$ cat config.mk
export PLATFORM = sky130hd
export DESIGN_NAME = trigger_bus_arbiter_flat
export DESIGN_NICKNAME = d
export VERILOG_FILES = /design/src/rtl/trigger_bus_arbiter_if.sv /design/src/rtl/trigger_bus_arbiter.sv /design/src/flat_wrapper.sv
export SDC_FILE = /design/constraint.sdc
export NUM_CORES = 1
export LEC_CHECK = 0
export CORE_MARGIN = 2
export CORE_UTILIZATION = 42
export CTS_CLUSTER_SIZE = 20
export DETAILED_ROUTE_END_ITERATION = 10
export GPL_ROUTABILITY_DRIVEN = 0
export PLACE_DENSITY = 0.88
export SLEW_MARGIN = 5
export SYNTH_ARGS = -nofsm -noshare
export SYNTH_HDL_FRONTEND = slang
export SYNTH_SLANG_ARGS = --single-unit
$ cat constraint.sdc
create_clock -name clk -period 1.85 [get_ports clk]
set_input_delay 0.37 -clock clk [delete_from_list [all_inputs] [get_ports clk]]
set_output_delay 0.37 -clock clk [all_outputs]
set_load 0.005 [all_outputs]
$ cat src/rtl/trigger_bus_arbiter_if.sv
// Trigger-bus handshake bundle: requester levels/patterns in, load strobe,
// completion pulses and grant status out.
interface trigger_bus_arbiter_if #(
  parameter int WIDTH = 10,
  parameter int N_REQ = 4
);
  localparam int OW = (N_REQ > 1) ? $clog2(N_REQ) : 1;

  logic [N_REQ-1:0]       req;
  logic [N_REQ*WIDTH-1:0] req_data;
  logic [N_REQ-1:0]       ack;
  logic [WIDTH-1:0]       trig_d;
  logic                   trig_en;
  logic                   busy;
  logic [OW-1:0]          owner;

  modport master (
    output req, req_data,
    input  ack, trig_d, trig_en, busy, owner
  );

  modport slave (
    input  req, req_data,
    output ack, trig_d, trig_en, busy, owner
  );
endinterface

$ cat src/rtl/trigger_bus_arbiter.sv
// Round-robin arbiter and load sequencer; sole writer of the trigger register bank.
//   state  | meaning
//   IDLE   | waiting for a request, pattern held on trig_d
//   LOAD   | grant latched, trig_en strobe high
//   HOLD   | settle window, counter runs down to terminal count
//   ACK    | ack[owner] pulse, pointer advances to owner
module trigger_bus_arbiter #(
  parameter int WIDTH       = 10,
  parameter int N_REQ       = 4,
  parameter int HOLD_CYCLES = 2
) (
  input  logic                  clk,
  input  logic                  rst,
  trigger_bus_arbiter_if.slave  bus
);
  localparam int OW = (N_REQ > 1) ? $clog2(N_REQ) : 1;
  localparam int SW = OW + 1;
  localparam logic [3:0] HOLD_LD = 4'((HOLD_CYCLES > 0) ? HOLD_CYCLES - 1 : 0);

  typedef enum logic [1:0] {S_IDLE, S_LOAD, S_HOLD, S_ACK} state_t;

  state_t           state_q;
  logic [3:0]       cnt_q;
  logic [OW-1:0]    last_q;
  logic [OW-1:0]    owner_q;
  logic [WIDTH-1:0] trig_d_q;
  logic             trig_en_q;
  logic [N_REQ-1:0] ack_q;
  logic             busy_q;

  logic             found_d;
  logic [OW-1:0]    winner_d;

  // First active request searching last+1, last+2, ... modulo N_REQ.
  always_comb begin
    logic [SW-1:0] s;
    logic [OW-1:0] sel;
    found_d  = 1'b0;
    winner_d = '0;
    s        = '0;
    sel      = '0;
    for (int j = 1; j <= N_REQ; j++) begin
      s = {1'b0, last_q} + SW'(j);
      if (s >= SW'(N_REQ)) s = s - SW'(N_REQ);
      sel = s[OW-1:0];
      if (!found_d && bus.req[sel]) begin
        found_d  = 1'b1;
        winner_d = sel;
      end
    end
  end

  always_ff @(posedge clk or negedge rst) begin
    if (!rst) begin
      state_q   <= S_IDLE;
      cnt_q     <= '0;
      last_q    <= OW'(N_REQ - 1);
      owner_q   <= '0;
      trig_d_q  <= '0;
      trig_en_q <= 1'b0;
      ack_q     <= '0;
      busy_q    <= 1'b0;
    end else begin
      trig_en_q <= 1'b0;
      ack_q     <= '0;
      case (state_q)
        S_IDLE: begin
          if (found_d) begin
            owner_q   <= winner_d;
            trig_d_q  <= bus.req_data[int'(winner_d)*WIDTH +: WIDTH];
            trig_en_q <= 1'b1;
            busy_q    <= 1'b1;
            state_q   <= S_LOAD;
          end
        end
        S_LOAD: begin
          if (HOLD_CYCLES == 0) begin
            ack_q[owner_q] <= 1'b1;
            state_q        <= S_ACK;
          end else begin
            cnt_q   <= HOLD_LD;
            state_q <= S_HOLD;
          end
        end
        S_HOLD: begin
          if (cnt_q == 4'd0) begin
            ack_q[owner_q] <= 1'b1;
            state_q        <= S_ACK;
          end else begin
            cnt_q <= cnt_q - 4'd1;
          end
        end
        S_ACK: begin
          last_q  <= owner_q;
          busy_q  <= 1'b0;
          state_q <= S_IDLE;
        end
        default: state_q <= S_IDLE;
      endcase
    end
  end

  assign bus.ack     = ack_q;
  assign bus.trig_d  = trig_d_q;
  assign bus.trig_en = trig_en_q;
  assign bus.busy    = busy_q;
  assign bus.owner   = owner_q;
endmodule
$ cat src/flat_wrapper.sv
// flat-port wrapper written by rule: the top's interface ports become plain ports
module trigger_bus_arbiter_flat 
#(
  parameter int WIDTH       = 10,
  parameter int N_REQ       = 4,
  parameter int HOLD_CYCLES = 2
)
  (clk, rst, bus_req, bus_req_data, bus_ack, bus_trig_d, bus_trig_en, bus_busy, bus_owner);
  trigger_bus_arbiter_if #(.WIDTH(WIDTH), .N_REQ(N_REQ)) bus_i ();
  input  logic clk;
  input  logic rst;
  input wire logic [$bits(bus_i.req)-1:0] bus_req;
  input wire logic [$bits(bus_i.req_data)-1:0] bus_req_data;
  output wire logic [$bits(bus_i.ack)-1:0] bus_ack;
  output wire logic [$bits(bus_i.trig_d)-1:0] bus_trig_d;
  output wire logic [$bits(bus_i.trig_en)-1:0] bus_trig_en;
  output wire logic [$bits(bus_i.busy)-1:0] bus_busy;
  output wire logic [$bits(bus_i.owner)-1:0] bus_owner;
  assign bus_i.req = bus_req;
  assign bus_i.req_data = bus_req_data;
  assign bus_ack = bus_i.ack;
  assign bus_trig_d = bus_i.trig_d;
  assign bus_trig_en = bus_i.trig_en;
  assign bus_busy = bus_i.busy;
  assign bus_owner = bus_i.owner;
  trigger_bus_arbiter #(.WIDTH(WIDTH), .N_REQ(N_REQ), .HOLD_CYCLES(HOLD_CYCLES)) u_core (.clk(clk), .rst(rst), .bus(bus_i));
endmodule
After elaboration in Yosys (flattened, before gate mapping)
Index checks and enable logic that the tools add are counted.
W data, S select, Z words.
{"block": "classes", "addsub": 9, "n_mul": 1, "order_cmp": 10, "eq_ne": 6, "shifts": 1, "n_mux": 33, "reduce_logical": 15}
{"operator": "$shiftx A40 B32 Y10", "n": 1}
{"operator": "$mux W2", "n": 10}
{"operator": "$lt A2 B3 Y1 const B", "n": 5}
{"operator": "$ge A3 B3 Y1 const B", "n": 4}
{"operator": "$mux W1", "n": 12}
{"operator": "$mux W4", "n": 3}
{"operator": "$bmux W1 S2", "n": 4}
{"operator": "$pmux W2 S4", "n": 1}
{"operator": "$pmux W4 S2", "n": 1}
{"operator": "$reduce_and A2 Y1", "n": 4}
{"operator": "$sub A2 B1 Y2 const B", "n": 4}
{"operator": "$add A2 B2 Y3 const B", "n": 2}
{"operator": "$mul A2 B3 Y5 const B", "n": 1}
{"operator": "$eq A2 B2 Y1 const B", "n": 2}
{"operator": "$logic_and A1 B1 Y1", "n": 4}
{"operator": "$logic_not A4 Y1", "n": 1}
{"operator": "$ne A2 B1 Y1 const B", "n": 2}
{"operator": "$reduce_bool A2 Y1", "n": 2}
{"operator": "$sub A4 B1 Y4 const B", "n": 1}
{"operator": "$add A2 B1 Y3 const B", "n": 1}
{"operator": "$add A2 B3 Y3 const B", "n": 1}
{"operator": "$logic_not A1 Y1", "n": 3}
{"operator": "$demux W1 S2", "n": 1}
{"operator": "$eq A2 B1 Y1 const B", "n": 1}
{"operator": "other kinds (4)", "n": 4}
{"block": "totals", "reg_bits": 26, "input_bits": 46, "output_inout_bits": 18, "wordCells": 83}

Longest topological paths before layout
{"block": "depth", "depth_word": 17, "depth_mapped": 7}

Least setup slack after synthesis
OpenSTA, ideal clock, no wires.
{"block": "synth_path", "kind": "register -> register", "start": "register u_core.last_q[0]", "end": "register u_core.trig_d_q[7] (netlist: u_core.bus.trig_d[7])", "setup_time_ns": 0.142, "arrival_time_ns": 1.483, "required_ns": 1.708, "slack_ns": 0.224, "stages_incl_launch_ff": 7, "path_buffers": 1, "synth_period_minus_slack_ns": 1.626, "cell_sequence": "dfstp_2 nand2b_1 a21oi_2 a211oi_4 buf_6 mux2i_1 o221ai_1"}
{"block": "synth_via", "elab_chain_len": 17, "word_cells_on_any_way": 41, "classes_between": "add/sub (8); mul (1); order compare (4); shift (1); mux (20); reduce/logical (7)"}
{"element": "start: declaration", "line_no": "trigger_bus_arbiter.sv:24", "text": "logic [OW-1:0] last_q;"}
{"element": "start signal: assignment", "line_no": "trigger_bus_arbiter.sv:57", "text": "last_q <= OW'(N_REQ - 1);"}
{"element": "start signal: assignment", "line_no": "trigger_bus_arbiter.sv:94", "text": "last_q <= owner_q;"}
{"element": "$add A2 B1 Y3", "line_no": "trigger_bus_arbiter.sv:43", "text": "s = {1'b0, last_q} + SW'(j);"}
{"element": "$ge A3 B3 Y1 or $sub A2 B1 Y2 (tied branches)", "line_no": "trigger_bus_arbiter.sv:44", "text": "if (s >= SW'(N_REQ)) s = s - SW'(N_REQ);"}
{"element": "$mux W2", "line_no": "trigger_bus_arbiter.sv:44"}
{"element": "$bmux W1 S2", "line_no": "trigger_bus_arbiter.sv:46", "text": "if (!found_d && bus.req[sel]) begin"}
{"element": "$mux W1 (not written as such)", "line_no": "trigger_bus_arbiter.sv:46"}
{"element": "$mux W1", "line_no": "trigger_bus_arbiter.sv:46"}
{"element": "$logic_not A1 Y1", "line_no": "trigger_bus_arbiter.sv:46"}
{"element": "$logic_and A1 B1 Y1", "line_no": "trigger_bus_arbiter.sv:46"}
{"element": "$mux W1", "line_no": "trigger_bus_arbiter.sv:46"}
{"element": "$logic_not A1 Y1", "line_no": "trigger_bus_arbiter.sv:46"}
{"element": "$logic_and A1 B1 Y1", "line_no": "trigger_bus_arbiter.sv:46"}
{"element": "$mux W1", "line_no": "trigger_bus_arbiter.sv:46"}
{"element": "$logic_not A1 Y1", "line_no": "trigger_bus_arbiter.sv:46"}
{"element": "$logic_and A1 B1 Y1", "line_no": "trigger_bus_arbiter.sv:46"}
{"element": "$mux W2", "line_no": "trigger_bus_arbiter.sv:46"}
{"element": "$mul A2 B3 Y5", "line_no": "trigger_bus_arbiter.sv:70", "text": "trig_d_q <= bus.req_data[int'(winner_d)*WIDTH +: WIDTH];"}
{"element": "$shiftx A40 B32 Y10", "line_no": "trigger_bus_arbiter.sv:70"}
{"element": "end signal: assignment", "line_no": "trigger_bus_arbiter.sv:70"}
{"element": "end: declaration", "line_no": "trigger_bus_arbiter.sv:26", "text": "logic [WIDTH-1:0] trig_d_q;"}
Several ways; a longest one is shown, not always the timed one. The select of a mux whose other input is x is not followed.
A chain may end at the register's enable or synchronous reset.

Final worst setup path
{"block": "layout_path", "start": "input port bus_req[1]", "end": "register u_core.trig_d_q[7] (netlist: u_core.bus.trig_d[7])"}
{"block": "layout_via", "elab_chain_len": 14, "word_cells_on_any_way": 25, "classes_between": "mul (1); shift (1); mux (16); reduce/logical (7)"}
{"element": "start: declaration", "line_no": "flat_wrapper.sv:12", "text": "input wire logic [$bits(bus_i.req)-1:0] bus_req;"}
{"element": "$bmux W1 S2", "line_no": "trigger_bus_arbiter.sv:46"}
{"element": "$mux W1 (not written as such)", "line_no": "trigger_bus_arbiter.sv:46"}
{"element": "$mux W1", "line_no": "trigger_bus_arbiter.sv:46"}
{"element": "$logic_not A1 Y1", "line_no": "trigger_bus_arbiter.sv:46"}
{"element": "$logic_and A1 B1 Y1", "line_no": "trigger_bus_arbiter.sv:46"}
{"element": "$mux W1", "line_no": "trigger_bus_arbiter.sv:46"}
{"element": "$logic_not A1 Y1", "line_no": "trigger_bus_arbiter.sv:46"}
{"element": "$logic_and A1 B1 Y1", "line_no": "trigger_bus_arbiter.sv:46"}
{"element": "$mux W1", "line_no": "trigger_bus_arbiter.sv:46"}
{"element": "$logic_not A1 Y1", "line_no": "trigger_bus_arbiter.sv:46"}
{"element": "$logic_and A1 B1 Y1", "line_no": "trigger_bus_arbiter.sv:46"}
{"element": "$mux W2", "line_no": "trigger_bus_arbiter.sv:46"}
{"element": "$mul A2 B3 Y5", "line_no": "trigger_bus_arbiter.sv:70"}
{"element": "$shiftx A40 B32 Y10", "line_no": "trigger_bus_arbiter.sv:70"}
Several ways; a longest one is shown, not always the timed one. The select of a mux whose other input is x is not followed.

==> results.yml <==
run_status:
  outcome: "complete, no violations"
clock_network:
  clkSlewWorstSetupHoldPaths_ns: 0.15
  clock-sinks: 26
  ctsHoldBuffers: 0
  insertion_delay_ns: 0.32
  cts_root_buf: "clkbuf_4"
  cts_buffer_depth: 2
  cts_tree: "done"
  h-tree-depth: 1
  cts_inserted_buffers: 3
logic_synthesis:
  synth_area_sq_um: 1440
  synth_top_family_by_area: "multiplexers"
  ys_seq_elements: 26
  ys_warn_count: 0
  avgSynthCellArea_sq_um: 10.2
  synthCells: 141
  muxShareOfSynthArea_pct: 14.7
  synth-seq-area-share_pct: 45.3
  synth_adder_area_share_pct: 6.07
  syn-num-nets: 194
  synth_xor_area_share_pct: 1.21
  synth-simple-area-share_pct: 13.8
  yosysUniqueCellTypes: 33
  synth_compound_area_share_pct: 14.1
die:
  dieArea_sq_um: 3920
  die_h_um: 62.6
  core_sq_um: 3310
  io-pin-count: 64
  start_util_pct: 43.6
  rows: 21
  die-width_um: 62.6
layout:
  fin_util_pct: 69.9
  drive_gt1_share_pct: 12.8
  final_cell_mix: "clkdlybuf4s50_1 (63), dfrtp_1 (24), nand2_1 (22)"
  fin_area_sq_um: 2310
  antenna_cells: 0
  nets: 272
  area_delta_synth_final_pct: 60.5
  final_common_cell: "clkdlybuf4s50_1"
drt:
  drc: 0
  vias_per_cell: 5.09
  wl_met1_um: 1700
  wl_um: 3960
  first_pass_iters: 4
  drt-initial-drc-count: 73
  ant_nets: 0
  wl_per_cell_um: 15.0
  wl_met2_um: 2030
  top_layer: "met4"
  met3_length_um: 197
  num_vias: 1345
timing:
  fin_crit_sh_pct: 98.8
  slew_headroom_pct: 77.4
  report.final.slew_viol_count: 0
  fmax_mhz: 547
  worst_pin_slew_ns: 0.336
  clock-skew-final_ns: 0.0103
  min_period_ns: 1.83
  finalSetupViolations: 0
  hold_viol_final: 0
grt:
  grt_start_max_net_pins: 27
  grt_pass1_wl_um: 6090
  overflow: 0
  antenna_found_initial: 0
  track_usage_pct: 19.3
  grt_pass1_vias: 1302
job:
  maxCapViolations: 0
setup_path:
  worstPathArrival_ns: 2.02
  startpoint: "bus_req[1]"
  r2r-end: "u_core.bus.trig_d[7]$_DFFE_PN0P_"
  crit_type: "in -> reg"
  r2r_cells: 7
  crit_required_ns: 2.05
  crit_path_start_kind: "input pin"
  crit_fanout: 10
  regToRegStartpoint: "u_core.last_q[0]$_DFFE_PN1P_"
  crit_path_end_kind: "flop"
  reg2reg_setup_slack_ns: 0.07
pwr:
  p_sw_uw: 1140
  pwr-share-clk_pct: 9.4
  switching_share_pct: 37.1
  p_leak_uw: 0.00104
  peakVddDrop_uv: 761
  p_seq_share_pct: 33.7
  power_frac_comb_pct: 56.9
  p_int_uw: 1930
  power_density_nw_per_um2: 1320
placement:
  hpwl_um: 2800
  placed_area_sq_um: 2210
  io_buffers: 63
min_path:
  hold_path_class: "in -> async"
[Yosys cell counts, drive strengths merged]
cell type	number	area share [%]
nor3b	1	0.52
or3b	1	0.61
or3	1	0.43
nor2	8	2.1
a211oi	3	2.4
o221ai	10	6.1
ha	7	6.1
xnor2	1	0.61
dfstp	2	3.6
nand3	1	0.35
mux2i	20	14
clkbuf	2	0.52
nand2b	3	1.3
nor4	2	0.87
o21ai	5	1.7
o211ai	1	0.52
nor3	3	1.0
mux2	1	0.78
buf	3	1.8
nor2b	1	0.43
dfrtp	24	42
a21oi	5	2.0
nand2	22	5.7
o22ai	2	1.3
and2	1	0.43
xor2	1	0.61
inv	10	2.6
[metrics by stage]
step	setup slack [ns]	hold slack [ns]	instances	setup TNS, ns	total power, uW
final	0.0218	0.392	264	0	3060
after global routing	-0.0819	0.408	264	-0.441	3290
after CTS	0.0525	0.408	261	0	2930
after detailed placement	-0.271	0.474	257	-2.33	2640
after global placement	-0.220	0.476	257	-1.60	2590
after floorplan	0.224	0.0744	141	0	1910
[timing repair]
item                                    CTS  global route
resized for setup                         0             2
setup buffers                             0             1
endpoints found under the setup margin    0             2
[power groups by stage]
stage	Sequential [uW]	Clock, uW	Combinational [uW]
after global routing	1070	319	1910
after floorplan	1010	0	909
final	1030	289	1740
after detailed placement	1030	0	1610
after CTS	1020	295	1610
after global placement	1020	0	1560
[worst max path at each step]
stage / to / slack (ns)
detailed placement: u_core.bus.trig_d[6]$_DFFE_PN0P_ / -0.27
global placement: u_core.bus.trig_d[6]$_DFFE_PN0P_ / -0.22
finish: u_core.bus.trig_d[7]$_DFFE_PN0P_ / 0.02
CTS: u_core.bus.trig_d[6]$_DFFE_PN0P_ / 0.05
global route: u_core.bus.trig_d[3]$_DFFE_PN0P_ / -0.08
floorplan: u_core.bus.trig_d[7]$_DFFE_PN0P_ / 0.22
[flip-flops by register name, summed over array words and instances (netlist names)]
name	cells
u_core.bus.ack	4
u_core.bus.busy	1
u_core.bus.owner	2
u_core.bus.trig_d	10
u_core.bus.trig_en	1
u_core.cnt_q	4
u_core.last_q	2
u_core.state_q	2
[worst max-delay path, cell delays in order]
cell	delay (ns)
clkdlybuf4s50_1	0.48
inv_1	0.14
o22ai_2	0.10
a211oi_4	0.24
buf_4	0.19
clkbuf_16	0.18
mux2i_1	0.18
o221ai_1	0.15
[cells by family (layout without fill, tap and decap cells)]
| logic type | after synthesis | count (layout) |
|---|---|---|
| XOR/XNOR | 2 | 2 |
| multiplexers | 21 | 21 |
| AND/OR/NAND/NOR | 44 | 44 |
| AO/OA/AOI/OAI | 26 | 26 |
| buffers and inverters | 15 | 92 |
| adder cells (fa/ha/maj) | 7 | 7 |
| flip-flops | 26 | 26 |
[final cells by class]
| class | instances | area, sq um |
|---|---|---|
| inverters | 10 | 37.5 |
| clock buffers | 4 | 36.3 |
| repair buffers | 78 | 803 |
| fillers | 251 | 996 |
| flip-flops and latches | 26 | 653 |
| well taps | 46 | 57.6 |
| multi-input cells | 100 | 727 |
[metal layers]
| metal | vias to the layer above | track usage (%) |
|---|---|---|
| met5 | - | 0 |
| met4 | 0 | 5.00 |
| met3 | 2 | 3.78 |
| met2 | 38 | 32.8 |
| met1 | 653 | 25.2 |
| li1 | 652 | - |
Note: power is estimated with default switching activity, not from simulation.
